$ cat config.mk
export PLATFORM = sky130hd
export DESIGN_NAME = spi_flash_id_responder
export DESIGN_NICKNAME = d
export VERILOG_FILES = /design/src/rtl/spi_flash_id_responder.sv
export SDC_FILE = /design/constraint.sdc
export NUM_CORES = 1
export LEC_CHECK = 0
export CAP_MARGIN = 20
export CORE_ASPECT_RATIO = 0.8
export CORE_UTILIZATION = 60
export CTS_BUF_LIST = sky130_fd_sc_hd__clkbuf_4
export DETAILED_ROUTE_END_ITERATION = 8
export DONT_BUFFER_PORTS = 1
export PLACE_DENSITY = 0.76
export SYNTH_ARGS = -nofsm -noshare
export SYNTH_HDL_FRONTEND = slang
export SYNTH_SLANG_ARGS = --single-unit
$ cat constraint.sdc
create_clock -name clk -period 2.18 [get_ports clk]
set_input_delay 0.436 -clock clk [delete_from_list [all_inputs] [get_ports clk]]
set_output_delay 0.436 -clock clk [all_outputs]
set_load 0.005 [all_outputs]
$ cat src/rtl/spi_flash_id_responder.sv
// spi_flash_id_responder
//
// SPI mode-0 slave that stands in for a serial flash answering the RDID
// command. After the 8-bit command it returns a 24-bit identification word,
// MSB first. All SPI pins are oversampled on clk, and no logic runs on SPICLK.
//
// Ports
//   clk          system clock
//   reset        synchronous, active-high
//   SPICLK       SPI clock from the master (mode 0, idle low), asynchronous
//   SPIMOSI      serial data from the master, MSB first
//   chip_select  active-low slave select
//   SPIMISO      serial data to the master; 0 whenever not responding
//   cmd_byte     last complete command byte received
//   cmd_valid    one-clk pulse when cmd_byte updates
//   rdid_done    one-clk pulse when the 24th response bit is driven
//   busy         registered inverse of synchronized chip_select
//
// state  | meaning
// -------+------------------------------------------------------------
// IDLE   | deselected (or not yet armed); counters and shifters cleared
// CMD    | shifting in the command byte on SPICLK rises
// RESP   | shifting out the ID word on SPICLK falls
// IGNORE | command done or not recognised; wait for deselect

module spi_flash_id_responder #(
    parameter logic [7:0] MANUFACTURER_ID = 8'h20,
    parameter logic [7:0] MEMORY_TYPE     = 8'h20,
    parameter logic [7:0] MEMORY_CAPACITY = 8'h15,
    parameter logic [7:0] RDID_OPCODE     = 8'h9F
) (
    input  logic       clk,
    input  logic       reset,
    input  logic       SPICLK,
    input  logic       SPIMOSI,
    input  logic       chip_select,
    output logic       SPIMISO,
    output logic [7:0] cmd_byte,
    output logic       cmd_valid,
    output logic       rdid_done,
    output logic       busy
);

    localparam logic [23:0] ID_WORD = {MANUFACTURER_ID, MEMORY_TYPE, MEMORY_CAPACITY};

    typedef enum logic [1:0] {
        IDLE   = 2'd0,
        CMD    = 2'd1,
        RESP   = 2'd2,
        IGNORE = 2'd3
    } state_t;

    logic       sclk_meta, sclk_s, sclk_d;
    logic       mosi_meta, mosi_s;
    logic       cs_meta, cs_s;
    logic       sclk_rise, sclk_fall;
    logic [1:0] settle;
    logic       armed;

    state_t      state, nxt_state;
    logic [4:0]  bit_cnt, nxt_cnt;
    logic [7:0]  cmd_sr, nxt_cmd_sr;
    logic [7:0]  cmd_shifted;
    logic [23:0] tx_sr, nxt_tx;
    logic        nxt_miso;
    logic [7:0]  nxt_cmd_byte;
    logic        nxt_cmd_valid;
    logic        nxt_done;

    // Synchronizers, registered edge pulses and the arming logic.
    // The chip_select synchronizer resets to "deselected", so right after
    // reset cs_s reads 1 before the pin value has reached it. settle marks
    // when the chain holds real pin samples; only a genuine deselect seen
    // after that arms the slave, which makes a transaction that was already
    // running at reset release invisible until the next select.
    always_ff @(posedge clk) begin
        if (reset) begin
            sclk_meta <= 1'b0;
            sclk_s    <= 1'b0;
            sclk_d    <= 1'b0;
            mosi_meta <= 1'b0;
            mosi_s    <= 1'b0;
            cs_meta   <= 1'b1;
            cs_s      <= 1'b1;
            sclk_rise <= 1'b0;
            sclk_fall <= 1'b0;
            settle    <= 2'b00;
            armed     <= 1'b0;
            busy      <= 1'b0;
        end else begin
            sclk_meta <= SPICLK;
            sclk_s    <= sclk_meta;
            sclk_d    <= sclk_s;
            mosi_meta <= SPIMOSI;
            mosi_s    <= mosi_meta;
            cs_meta   <= chip_select;
            cs_s      <= cs_meta;
            sclk_rise <= sclk_s & ~sclk_d;
            sclk_fall <= ~sclk_s & sclk_d;
            settle    <= {settle[0], 1'b1};
            if (settle[1] && cs_s) begin
                armed <= 1'b1;
            end
            busy      <= ~cs_s;
        end
    end

    always_ff @(posedge clk) begin
        if (reset) begin
            state     <= IDLE;
            bit_cnt   <= 5'd0;
            cmd_sr    <= 8'h00;
            tx_sr     <= 24'h000000;
            SPIMISO   <= 1'b0;
            cmd_byte  <= 8'h00;
            cmd_valid <= 1'b0;
            rdid_done <= 1'b0;
        end else begin
            state     <= nxt_state;
            bit_cnt   <= nxt_cnt;
            cmd_sr    <= nxt_cmd_sr;
            tx_sr     <= nxt_tx;
            SPIMISO   <= nxt_miso;
            cmd_byte  <= nxt_cmd_byte;
            cmd_valid <= nxt_cmd_valid;
            rdid_done <= nxt_done;
        end
    end

    assign cmd_shifted = {cmd_sr[6:0], mosi_s};

    always_comb begin
        nxt_state     = state;
        nxt_cnt       = bit_cnt;
        nxt_cmd_sr    = cmd_sr;
        nxt_tx        = tx_sr;
        nxt_miso      = SPIMISO;
        nxt_cmd_byte  = cmd_byte;
        nxt_cmd_valid = 1'b0;
        nxt_done      = 1'b0;

        case (state)
            IDLE: begin
                nxt_cnt    = 5'd0;
                nxt_cmd_sr = 8'h00;
                nxt_tx     = 24'h000000;
                nxt_miso   = 1'b0;
                if (armed && !cs_s) begin
                    nxt_state = CMD;
                end
            end

            CMD: begin
                if (cs_s) begin
                    nxt_state = IDLE;
                    nxt_miso  = 1'b0;
                end else if (sclk_rise) begin
                    nxt_cmd_sr = cmd_shifted;
                    nxt_cnt    = bit_cnt + 5'd1;
                    if (bit_cnt == 5'd7) begin
                        nxt_cmd_byte  = cmd_shifted;
                        nxt_cmd_valid = 1'b1;
                        nxt_cnt       = 5'd0;
                        if (cmd_shifted == RDID_OPCODE) begin
                            nxt_state = RESP;
                            nxt_tx    = ID_WORD;
                        end else begin
                            nxt_state = IGNORE;
                        end
                    end
                end
            end

            RESP: begin
                if (cs_s) begin
                    nxt_state = IDLE;
                    nxt_miso  = 1'b0;
                end else if (sclk_fall) begin
                    // bit_cnt counts bits already driven; the fall after the
                    // 24th bit parks the line low and ends the response.
                    if (bit_cnt == 5'd24) begin
                        nxt_state = IGNORE;
                        nxt_miso  = 1'b0;
                    end else begin
                        nxt_miso = tx_sr[23];
                        nxt_tx   = {tx_sr[22:0], 1'b0};
                        nxt_cnt  = bit_cnt + 5'd1;
                        nxt_done = (bit_cnt == 5'd23);
                    end
                end
            end

            IGNORE: begin
                nxt_miso = 1'b0;
                if (cs_s) begin
                    nxt_state = IDLE;
                end
            end

            default: begin
                nxt_state = IDLE;
                nxt_miso  = 1'b0;
            end
        endcase
    end

endmodule

; Yosys cells after proc, flatten, opt, wreduce, memory -nomap -nowiden
; Index checks and enable logic that the tools add are counted.
[word_totals]
reg_bits = 62
out_inout_bits = 12
elab_cells = 102
[op_classes]
addsub = 1
n_eq_ne = 21
n_mux = 35
n_bitwise = 9
reduce_logical = 15
[ops]
columns = operator, n
row1 = $mux 24, 7
row2 = $pmux 24 s3, 1
row3 = $mux 5, 6
row4 = $ne 2x2->1 const B, 10
row5 = $mux 2, 8
row6 = $pmux 5 s3, 1
row7 = $mux 7, 2
row8 = $pmux 7 s2, 1
row9 = $ne 3x3->1 const B, 4
row10 = $reduce_and 6->1, 2
row11 = $eq 5x5->1 const B, 2
row12 = $eq 8x8->1 const B, 1
row13 = $pmux 2 s4, 1
row14 = $reduce_and 8->1, 1
row15 = $mux 1, 7
row16 = $not 1->1, 7
row17 = $add 5x1->5 const B, 1
row18 = $eq 5x3->1 const B, 1
row19 = $reduce_or 5->1, 1
row20 = $eq 2x2->1 const B, 2
row21 = $reduce_and 4->1, 1
row22 = $reduce_or 4->1, 1
row23 = $pmux 1 s3, 1
row24 = $reduce_and 3->1, 1
row25 = 9 further kinds, 11

; Longest topological paths before layout
[logic_depth]
depth_word = 6
depth_mapped = 9
depth_no_buf = 7

; Worst setup path after synthesis
; Ideal clock, no wire load.
[synth_timing]
path_kind = register to register
startpoint = register state[0]
endpoint = register bit_cnt[4]
arrival_time_ns = 1.830
required_ns = 2.110
path_slack_ns = 0.280
stages_incl_launch_ff = 8
cell_sequence = dfxtp_1 -> inv_1 -> ha_1 -> clkbuf_1 -> a221oi_4 -> nand2_4 -> or4_1 -> a21oi_1
[synth_via]
elab_chain_cells = 3
elab_cells_between_ends = 11
classes_between = 7 x eq/ne / 1 x mux / 3 x reduce/logical
[synth_lines]
columns = item, line_no
row1 = start: declaration, 60  ; state_t state, nxt_state;
row2 = start signal: assignment, 119  ; state <= nxt_state;
row3 = $eq 2x2->1 (tied with other cells), 142  ; case (state)
row4 = $ne 2x2->1 (no line) or $reduce_bool 3->1 (tied branches), n/a
row5 = $reduce_and 6->1 (no line), n/a
row6 = end signal: assignment, 120  ; bit_cnt <= nxt_cnt;
row7 = end: declaration, 61  ; logic [4:0] bit_cnt, nxt_cnt;
; Parallel ways exist; a longest one is shown, timed or not.
; A chain may end at the register's enable or synchronous reset.

; Final worst setup path
; Ends and elaborated chain as after synthesis.

==> results.ini <==
[critical_path]
worstPathCellList=inv_1 -> ha_1 -> a221oi_4 -> nand2_4 -> or4_1 -> a21oi_1
cp_data_required_time_ns=2.51
worst_setup_path_startpoint=state[0]$_SDFFE_PP0P_
ws_path_type=reg -> reg
critPathCaptureType=flip-flop
crit_slowest_cell=sky130_fd_sc_hd__or4_1
start_kind=flip-flop
max_fanout_on_critical_path=7
worst-endpoint-arrival_ns=2.29
critical-path-max-stage-delay_ns=0.51
timing.rr.start=state[0]$_SDFFE_PP0P_

[clock_network]
clkTransAtPathRegs_ns=0.09
cts.repair.resized=0
postCtsSetupBuffers=0
buffers_from_clock_root_to_sink_at_most=2
clock_tree.htree_level_count=3
ctsRootBufferMaster=sky130_fd_sc_hd__clkbuf_4
tritoncts_num_sinks=62
worst_skew_pair.late_latency_ns=0.39
cts_made_buffers=9
clock_tree_from_tritoncts=done
cts_hold_buf=0

[synthesis]
syn_inst=289
postSynthNetCount=301
synth-edff-count=0
most_numerous_cell_in_the_yosys_netlist=sky130_fd_sc_hd__dfxtp_1
average_instance_area_after_synthesis_um2=8.59
synth.yosys.warnings=0
async_reset_ff_share_pct=0
synth-seq-area-share_pct=50.0
synth_area_leader_cell=sky130_fd_sc_hd__dfxtp_1
synthDistinctLibCells=39
synthTopCellsByCount=sky130_fd_sc_hd__dfxtp_1 (62), sky130_fd_sc_hd__a21oi_1 (46), sky130_fd_sc_hd__nand2_1 (44), sky130_fd_sc_hd__nand3_1 (40), sky130_fd_sc_hd__clkbuf_1 (12)
synth_area_leaders=sky130_fd_sc_hd__dfxtp_1 (50%), sky130_fd_sc_hd__a21oi_1 (9.3%), sky130_fd_sc_hd__nand3_1 (8.1%), sky130_fd_sc_hd__nand2_1 (6.6%), sky130_fd_sc_hd__ha_1 (3.5%)
yosys_reg_bits=62
dominantRegCellSynth=sky130_fd_sc_hd__dfxtp_1
netlist_area_mm2=0.00248
synth.top_cell.area_share_pct=50.0

[layout]
layout.nets=300
layout_overhead_on_the_synthesized_area_pct=5.74
multi_input_area_mm2=0.00112
n_fill_cell=330
drive_above_1_share_pct=9.62
final-seq-area_mm2=0.00124
antenna-diode-count=0

[timing]
timing.setup.tns_ns=0
final-setup-viol-count=0
rsz0062_at_grt=no
timing.final.hold_violations=0
final_min_period_over_clock_period_pct=90.1
finClkSkew_ns=0.0106
finalMaxSlewViolations=0
period_needed_ns=1.96
clock.fmax_mhz=509
tightest_slew_ns=0.569
timing.max_slew.rel_slack_pct=61.5

[detailed_routing]
detail_route.drc_violations=0
vias=1947
vias_per_cell=5.63
antenna_violating_nets_post_route=0
avgRoutedWirePerCell_um=13.4
drt_wl_total_um=4640
drt-pass1-iter-count=4
drt_iter0_drc=168

[run]
drv.max_cap_violation_count=0

[power]
ir_worst_vdd_mv=0.465
power_density_of_the_placed_cells_mw_per_mm2=745
static-leakage-power_nw=0.875
finalPower_mw=1.96

[grt]
grt_first_pass_wirelength_um=7600
grt_util_all_layers_pct=23.4
overflow=0
grt_start_max_net_pins=59
vias_in_the_first_global_route=1710
grt_antenna_before_repair=0

[placed_design]
dp_hpwl_um=3010
place.port_buffers=0
gpl.final_weighted_congestion=0.845

[floorplanning]
rows=20
initial_core_util_pct=64.0
io_pins=17
die_area_mm2=0.00440
placeableCoreArea_mm2=0.00388
overall_die_height_um=59.5
die_x_um=73.9

[run_status]
run_status=complete, no violations

[worst_hold_path]
worst_hold_path_type=in -> reg
worst_hold_startpoint=reset

critical path: cells and delay by family (launching register included):
family	cells	cell delay (ns)
and+or+nand+nor	2	0.62
AOI/OAI and AO/OA	2	0.49
DFF	1	0.39
adders and majority gates	1	0.30
buffers and inverters	1	0.10
registers in the layout, summed over array words and instances (netlist names):
register / cells
sclk_d: 1
cs_s: 1
cmd_byte: 8
sclk_s: 1
sclk_meta: 1
cmd_sr: 7
sclk_fall: 1
bit_cnt: 5
sclk_rise: 1
SPIMISO: 1
state: 2
cs_meta: 1
rdid_done: 1
settle: 2
armed: 1
mosi_meta: 1
cmd_valid: 1
busy: 1
tx_sr: 24
mosi_s: 1
stage by stage:
stage | utilization [%] | hold WS [ns] | instance area, µm² | setup WS [ns] | std cells
floorplan | - | 0.383 | 2480 | 0.280 | 289
global placement | 65.2 | 0.399 | 2530 | 0.299 | 332
detailed placement | 65.2 | 0.394 | 2530 | 0.230 | 332
CTS | 67.7 | 0.0729 | 2630 | 0.208 | 346
global route | 67.7 | 0.0652 | 2630 | 0.0636 | 346
finish | 67.7 | 0.105 | 2630 | 0.215 | 346
routing by layer:
layer  GRT usage, %  vias up  share of wire [%]
met1           29.0      896                 48
met4           6.87        0               0.63
met3           9.86        4                6.8
met2           37.3       45                 45
li1               -     1002                  -
met5              0        -                  0
placed cells by master (no fill, tap or decap), drive strengths merged:
| cell | synthesis | layout |
|---|---|---|
| nand4b | 3 | 3 |
| nor2 | 9 | 9 |
| o31ai | 1 | 1 |
| clkinv | 0 | 3 |
| nand2b | 2 | 2 |
| o211ai | 4 | 4 |
| nand4bb | 1 | 1 |
| nand4 | 2 | 2 |
| nor3b | 1 | 1 |
| and3 | 1 | 1 |
| nand2 | 45 | 45 |
| or4 | 1 | 1 |
| nor4bb | 1 | 1 |
| a22oi | 1 | 1 |
| nor4b | 1 | 1 |
| o221a | 1 | 1 |
| a211oi | 1 | 1 |
| ha | 7 | 7 |
| mux2i | 1 | 1 |
| dfxtp | 62 | 62 |
| nor3 | 3 | 3 |
| inv | 8 | 8 |
| o21ba | 1 | 1 |
| and2 | 3 | 3 |
| a311o | 1 | 1 |
| or2 | 3 | 3 |
| nand3 | 40 | 40 |
| buf | 7 | 7 |
| a21oi | 46 | 46 |
| o21a | 1 | 1 |
| a221oi | 1 | 1 |
| nor2b | 9 | 9 |
| clkbuf | 12 | 11 |
| o311a | 1 | 1 |
| o21ai | 8 | 8 |
cell type report:
cell class / count / share of cell area, %
Clock buffer: 11 / 3.14
Clock inverter: 3 / 0.524
Inverter: 8 / 1.14
Multi-Input combinational cell: 200 / 42.8
Sequential cell: 62 / 47.3
Tap cell: 55 / 2.62
Timing Repair Buffer: 7 / 2.48
final timing paths:
check / cells after the start / slack (ns) / to
max: 6 / 0.22 / bit_cnt[4]$_SDFFE_PP0P_
min: 1 / 0.10 / tx_sr[15]$_SDFFE_PP0P_
max reg2reg: 6 / 0.22 / bit_cnt[4]$_SDFFE_PP0P_
min reg2reg: 1 / 0.42 / cs_s$_SDFF_PP1_
power by group:
part           switching [mW]  total, mW  internal, mW
clock                   0.362      0.603         0.241
sequential             0.0105       1.16          1.15
combinational           0.127      0.195        0.0677
cell families after synthesis:
logic type	share of synthesized area (%)
muxes	0.403
AOI/OAI and AO/OA	16.0
adders and majority gates	3.53
DFF	50.0
and+or+nand+nor	25.3
buffers and inverters	4.74
Note: power is estimated with default switching activity, not from simulation.
